### config.mk
export PLATFORM = sky130hd
export DESIGN_NAME = fifo_unpackager
export DESIGN_NICKNAME = d
export VERILOG_FILES = /design/src/rtl/fifo_unpackager.sv
export SDC_FILE = /design/constraint.sdc
export NUM_CORES = 1
export LEC_CHECK = 0
export BUFFER_PORTS_ARGS = -buffer_cell sky130_fd_sc_hd__buf_2
export CAP_MARGIN = 20
export CORE_ASPECT_RATIO = 0.8
export CORE_MARGIN = 4
export CORE_UTILIZATION = 53
export DETAILED_ROUTE_END_ITERATION = 6
export GPL_TIMING_DRIVEN = 0
export PLACE_DENSITY = 0.77
export SLEW_MARGIN = 15
export SYNTH_ARGS = -nofsm -noshare
export SYNTH_HDL_FRONTEND = slang
export SYNTH_SLANG_ARGS = --single-unit
### constraint.sdc
create_clock -name clk -period 3.15 [get_ports clk]
set_clock_uncertainty 0.15 [all_clocks]
set_input_delay 0.315 -clock clk [delete_from_list [all_inputs] [get_ports clk]]
set_output_delay 0.315 -clock clk [all_outputs]
set_load 0.01 [all_outputs]
### src/rtl/fifo_unpackager.sv
// Splits a wide word of p_num_concat slices into sequential narrow slices, LSB slice first; slice 0 valid the cycle after accept.
// Two-entry (active + pending) so words stream bubble-free; req_rdy drops only while both entries are full.
module fifo_unpackager #(
  parameter int p_bit_width  = 3,
  parameter int p_num_concat = 2
) (
  input  logic                                  clk,
  input  logic                                  reset,
  input  logic [p_bit_width*p_num_concat-1:0]   req_msg,
  input  logic                                  req_val,
  output logic                                  req_rdy,
  output logic [p_bit_width-1:0]                resp_msg,
  output logic                                  resp_val,
  input  logic                                  resp_rdy,
  output logic                                  resp_last,
  output logic [$clog2(p_num_concat)-1:0]       resp_idx
);

  localparam int IW = $clog2(p_num_concat);
  localparam int WW = p_bit_width * p_num_concat;

  localparam logic [1:0] EMPTY = 2'd0;
  localparam logic [1:0] ONE   = 2'd1;
  localparam logic [1:0] TWO   = 2'd2;

  logic [1:0]    state;
  logic [IW-1:0] idx;
  logic [WW-1:0] active;
  logic [WW-1:0] pending;
  logic          req_fire;
  logic          resp_fire;
  logic          at_last;

  // Handshake outputs come from state only; reset merely masks them.
  assign req_rdy   = reset && (state != TWO);
  assign resp_val  = reset && (state != EMPTY);
  assign at_last   = (idx == IW'(p_num_concat - 1));
  assign resp_last = resp_val && at_last;
  assign resp_idx  = idx;
  assign req_fire  = req_val && req_rdy;
  assign resp_fire = resp_val && resp_rdy;

  always_comb begin
    resp_msg = '0;
    for (int i = 0; i < p_num_concat; i++) begin
      if (idx == IW'(i)) resp_msg = active[i*p_bit_width +: p_bit_width];
    end
  end

  always_ff @(posedge clk) begin
    if (!reset) begin
      state   <= EMPTY;
      idx     <= '0;
      active  <= '0;
      pending <= '0;
    end else begin
      if (resp_fire) begin
        if (!at_last) begin
          idx <= idx + IW'(1);
        end else begin
          idx <= '0;
          if (state == TWO) begin
            active <= pending;
            state  <= ONE;
          end else if (req_fire) begin
            active <= req_msg;
          end else begin
            state <= EMPTY;
          end
        end
      end
      // A word arriving on a last-slice fire in ONE was already swapped straight into active above.
      if (req_fire && !(resp_fire && at_last)) begin
        if (state == EMPTY) begin
          active <= req_msg;
          idx    <= '0;
          state  <= ONE;
        end else begin
          pending <= req_msg;
          state   <= TWO;
        end
      end
    end
  end

endmodule

* Word-level counts from Yosys, hierarchy flattened *
Cells that the tools add are included.
W data, S select, Z words.

word-level totals
  register bits = 15
  output and inout port bits = 7
  word-level logic and storage cells = 40

cells by class
  $add $sub $neg = 1
  equal/unequal tests = 3
  multiplexer cells = 17
  bitwise operators = 1
  reductions and logical operators = 14

operators by type and width
  operator               count
  $mux W6                6
  $mux W2                6
  $logic_and A1 B1 Y1    7
  $reduce_bool A2 Y1     3
  $mux W1                4
  $mux W3                1
  $ne A3 B1 Y1 const B   1
  $reduce_and A3 Y1      1
  $eq A2 B2 Y1 const B   1
  $logic_not A2 Y1       1
  $ne A2 B2 Y1 const B   1
  $reduce_and A2 Y1      1
  $add A1 B1 Y1 const B  1
  $logic_not A1 Y1       1
  $not A1 Y1             1

* Logic depth before layout (Yosys ltp) *
  depth after elaboration = 9
  mapped depth = 10
  gate-level depth less buffers = 6

* Least setup slack after synthesis *
Ideal clock, no wire load.

  path kind = in2reg
  start = in reset
  end = reg idx, in the netlist resp_idx
  setup time = 0.116 ns
  arrival = 2.076 ns
  required time = 2.884 ns
  slack = 0.809 ns
  cell stages on the path = 10
  cell sequence = buf_2 buf_2 clkbuf_1 and3_1 ha_1 nand2b_1 clkbuf_1 or3_4 buf_6 and3_1

between the ends
  cells in the longest elaborated chain, start to end = 6

ends and longest elaborated chain
  item                  RTL line  source
  start, declared       8         input logic reset,
  $logic_and A1 B1 Y1   36        assign resp_val = reset && (state != EMPTY);
  $logic_and A1 B1 Y1   41        assign resp_fire = resp_val && resp_rdy;
  $logic_and A1 B1 Y1   73        if (req_fire && !(resp_fire && at_last)) begin
  $logic_not A1 Y1      73
  $logic_and A1 B1 Y1   73
  $mux W1               73
  end signal, assigned  59        idx <= idx + IW'(1);
  end, declared         27        logic [IW-1:0] idx;

Parallel ways exist; a longest one is shown, timed or not.
A chain may end at the register's enable or synchronous reset.

* Final worst setup path *
  start = reg state[0]
  end = reg idx, in the netlist resp_idx

between the ends
  cells in the longest elaborated chain, start to end = 7

ends and longest elaborated chain
  item                    RTL line  source
  start, declared         26        logic [1:0] state;
  start signal, assigned  52        state <= EMPTY;
  start signal, assigned  64        state <= ONE;
  start signal, assigned  68        state <= EMPTY;
  $reduce_bool A2 Y1      36
  $logic_and A1 B1 Y1     36
  $logic_and A1 B1 Y1     41
  $logic_and A1 B1 Y1     73
  $logic_not A1 Y1        73
  $logic_and A1 B1 Y1     73
  $mux W1 (*)             73

Mark *: on every way between the ends. The rest lies on a longest branch, timed or not.

==> results.py <==
metrics = {
    "cts": {
        "cts_setup_buffers": 0,
        "numCtsBuffers": 3,
        "cts_tree": "yes",
        "cts.sinks": 15,
        "clock_latency_ns": 0.29,
        "cts_hold_buf": 0,
        "h-tree-depth": 1,
        "clockBufferDepth": 2,
        "cts_root_buffer": "clkbuf_4",
        "post_cts_resize_count": 0,
        "clk_pin_slew_ns": 0.09,
    },
    "global_routing": {
        "antenna_found_initial": 0,
        "grt_use_total_pct": 20.4,
        "grt_max_degree": 11,
        "grt_pass1_wl_um": 3570,
        "overflow": 0,
        "grt_pass1_vias": 798,
    },
    "synth": {
        "ys_warn_count": 0,
        "netlist_area_um2": 911,
        "syn_avg_cell_area_um2": 8.76,
        "synth-main-ff-cell": "dfxtp_1",
        "synth_edf_count": 0,
        "synth_seq_cells": 15,
        "yosys.area.top_type": "dfxtp_1",
        "netlist_instances": 104,
        "synth_async_sr_flop_share_pct": 0,
        "netlist.area_leader.share_pct": 33.0,
        "synth.distinct_cells": 28,
        "synthTopCellsByArea": "dfxtp_1 (33%), and3_1 (6.9%), mux2i_1 (6.6%)",
        "synthesis.nets": 115,
        "seq_area_frac_synth_pct": 33.0,
    },
    "pwr": {
        "power.leakage_nw": 0.546,
        "ir_drop_uv": 315,
        "p_per_area_nw_per_um2": 402,
        "power_mw": 0.418,
    },
    "layout": {
        "fillerInstances": 149,
        "final_layout_size_suffix_gt1_share_pct": 21.1,
        "final_cells": 145,
        "area_delta_synth_final_pct": 14.1,
        "diodes": 0,
        "layout_common_cells": "buf_2 (19), dfxtp_1 (15), and3_1 (10)",
        "fin_nets": 135,
        "mostFrequentLayoutCell": "buf_2",
        "multi_input_area_um2": 549,
        "regArea_um2": 300,
    },
    "sta": {
        "tightest_slew_ns": 0.493,
        "timing.final.crit_period_ns": 2.36,
        "setup_viol": 0,
        "drv_slew": 0,
        "fin_crit_sh_pct": 75.0,
        "hold_violations": 0,
        "setup-tns-final_ns": 0,
        "fmax_mhz": 423,
        "slew_headroom_pct": 67.1,
        "rsz0062_at_grt": "false",
    },
    "setup_path": {
        "cp_top_family": "simple AND/OR/NAND/NOR gates",
        "start_kind": "register",
        "crit_slowest_cell": "or3_4",
        "cp.arrival_ns": 2.41,
        "path_buf_inv": 3,
        "crit_chain": "or2_1 > buf_6 > and3_1 > ha_1 > nand2b_1 > clkbuf_1 > or3_4 > buf_6 > and3_1",
        "max_stage_delay_ns": 0.36,
        "crit_required_ns": 3.20,
        "cp-end-kind": "register",
        "critPathKind": "register to register",
        "critical_path.max_fanout": 10,
    },
    "detailed_routing": {
        "wirelength_um": 2160,
        "wl_per_cell_um": 14.9,
        "drc": 0,
        "drt_first_pass_iters": 4,
        "vias_per_cell": 6.13,
        "drtIter0Drc": 27,
        "drtAntennaViolNets": 0,
        "vias": 889,
    },
    "job": {
        "cap_violations": 0,
    },
    "floorplanning": {
        "die_y_um": 45.1,
        "dieArea_um2": 2450,
        "initial_core_util_pct": 56.0,
        "core_um2": 1630,
        "num_rows": 13,
        "pin_count": 17,
        "dieWidth_um": 54.4,
    },
    "placement": {
        "gp_congestion": 0.858,
        "dp.cells": 141,
        "dpl.hpwl_um": 1630,
        "numPortBuffers": 15,
    },
    "run_status": {
        "status": "completed",
    },
    "hold_path": {
        "holdCritPathClass": "input pin to register",
    },
}
==> cells by family (layout without fill, tap and decap cells) <==
family                   after synthesis  in the layout  share of synthesized area (%)
AO/OA/AOI/OAI                         35             35                           28.8
multiplexers                           9              9                           10.3
adder cells (fa/ha/maj)                1              1                           1.37
buffers and inverters                 11             30                           6.73
AND/OR/NAND/NOR                       33             33                           19.8
flip-flops                            15             15                           33.0
==> worst register-to-register path, delay by kind of cell, from the launching register on <==
kind,cells,cell delay (ns)
and+or+nand+nor,5,1.10
DFF,1,0.33
adders and majority gates,1,0.22
buffers and inverters,3,0.47
==> power breakdown <==
part / switching (mW) / leakage (nW) / internal, mW / total (mW)
clock: 0.0682 / 0.0150 / 0.0494 / 0.118
sequential: 0.00860 / 0.122 / 0.200 / 0.209
combinational: 0.0498 / 0.408 / 0.0414 / 0.0913
total: 0.127 / 0.546 / 0.291 / 0.418
==> worst paths after layout <==
path	start	endpoint	cells past startpoint	slack [ns]
worst max-delay path	state[0]	resp_idx	9	0.79
worst min-delay path	req_msg[0]	pending[0]	3	0.13
worst max register to register	state[0]	resp_idx	9	0.79
worst min register to register	active[2]	active[2]	2	0.35
==> registers in the layout, indices dropped and copies added, names as in the netlist <==
name and flops:
active 6, pending 6, resp_idx 1, state 2
==> synthesized netlist by cell type (2+ instances only) <==
cell,instances
dfxtp_1,15
clkbuf_1,4
and3_1,10
a21boi_1,6
o31ai_1,6
o311ai_1,6
nand2b_1,2
nand2_1,6
a21o_1,6
mux2i_1,6
a211oi_1,2
nor2_1,8
buf_2,4
mux2_1,3
a31oi_1,6
buf_6,2
==> layout make-up <==
cell class	count	area share, %
clock buffers	4	2.53
well taps	22	2.65
repair buffers	15	7.22
multi-input cells	78	52.8
inverters	1	0.361
plain buffers	10	5.54
flip-flops and latches	15	28.9
==> per-stage QoR <==
step           area (um^2)  utilization [%]  hold WS (ns)  setup WS (ns)
2_1_floorplan          911                -         0.305          0.809
3_3_place_gp          1010             62.3         0.322          0.604
3_5_place_dp          1010             62.3         0.333          0.580
4_1_cts               1040             63.9         0.133          0.798
5_1_grt               1040             63.9         0.153          0.680
6_report              1040             63.9         0.132          0.787
==> metal layers <==
metal / global-route usage, % / vias up / part of all wire [%]
li1: - / 436 / -
met1: 24.6 / 417 / 46
met2: 34.1 / 32 / 47
met3: 6.93 / 4 / 6.0
met4: 5.97 / 0 / 1.1
met5: 0 / - / 0
(Power assumes the default switching activity.)
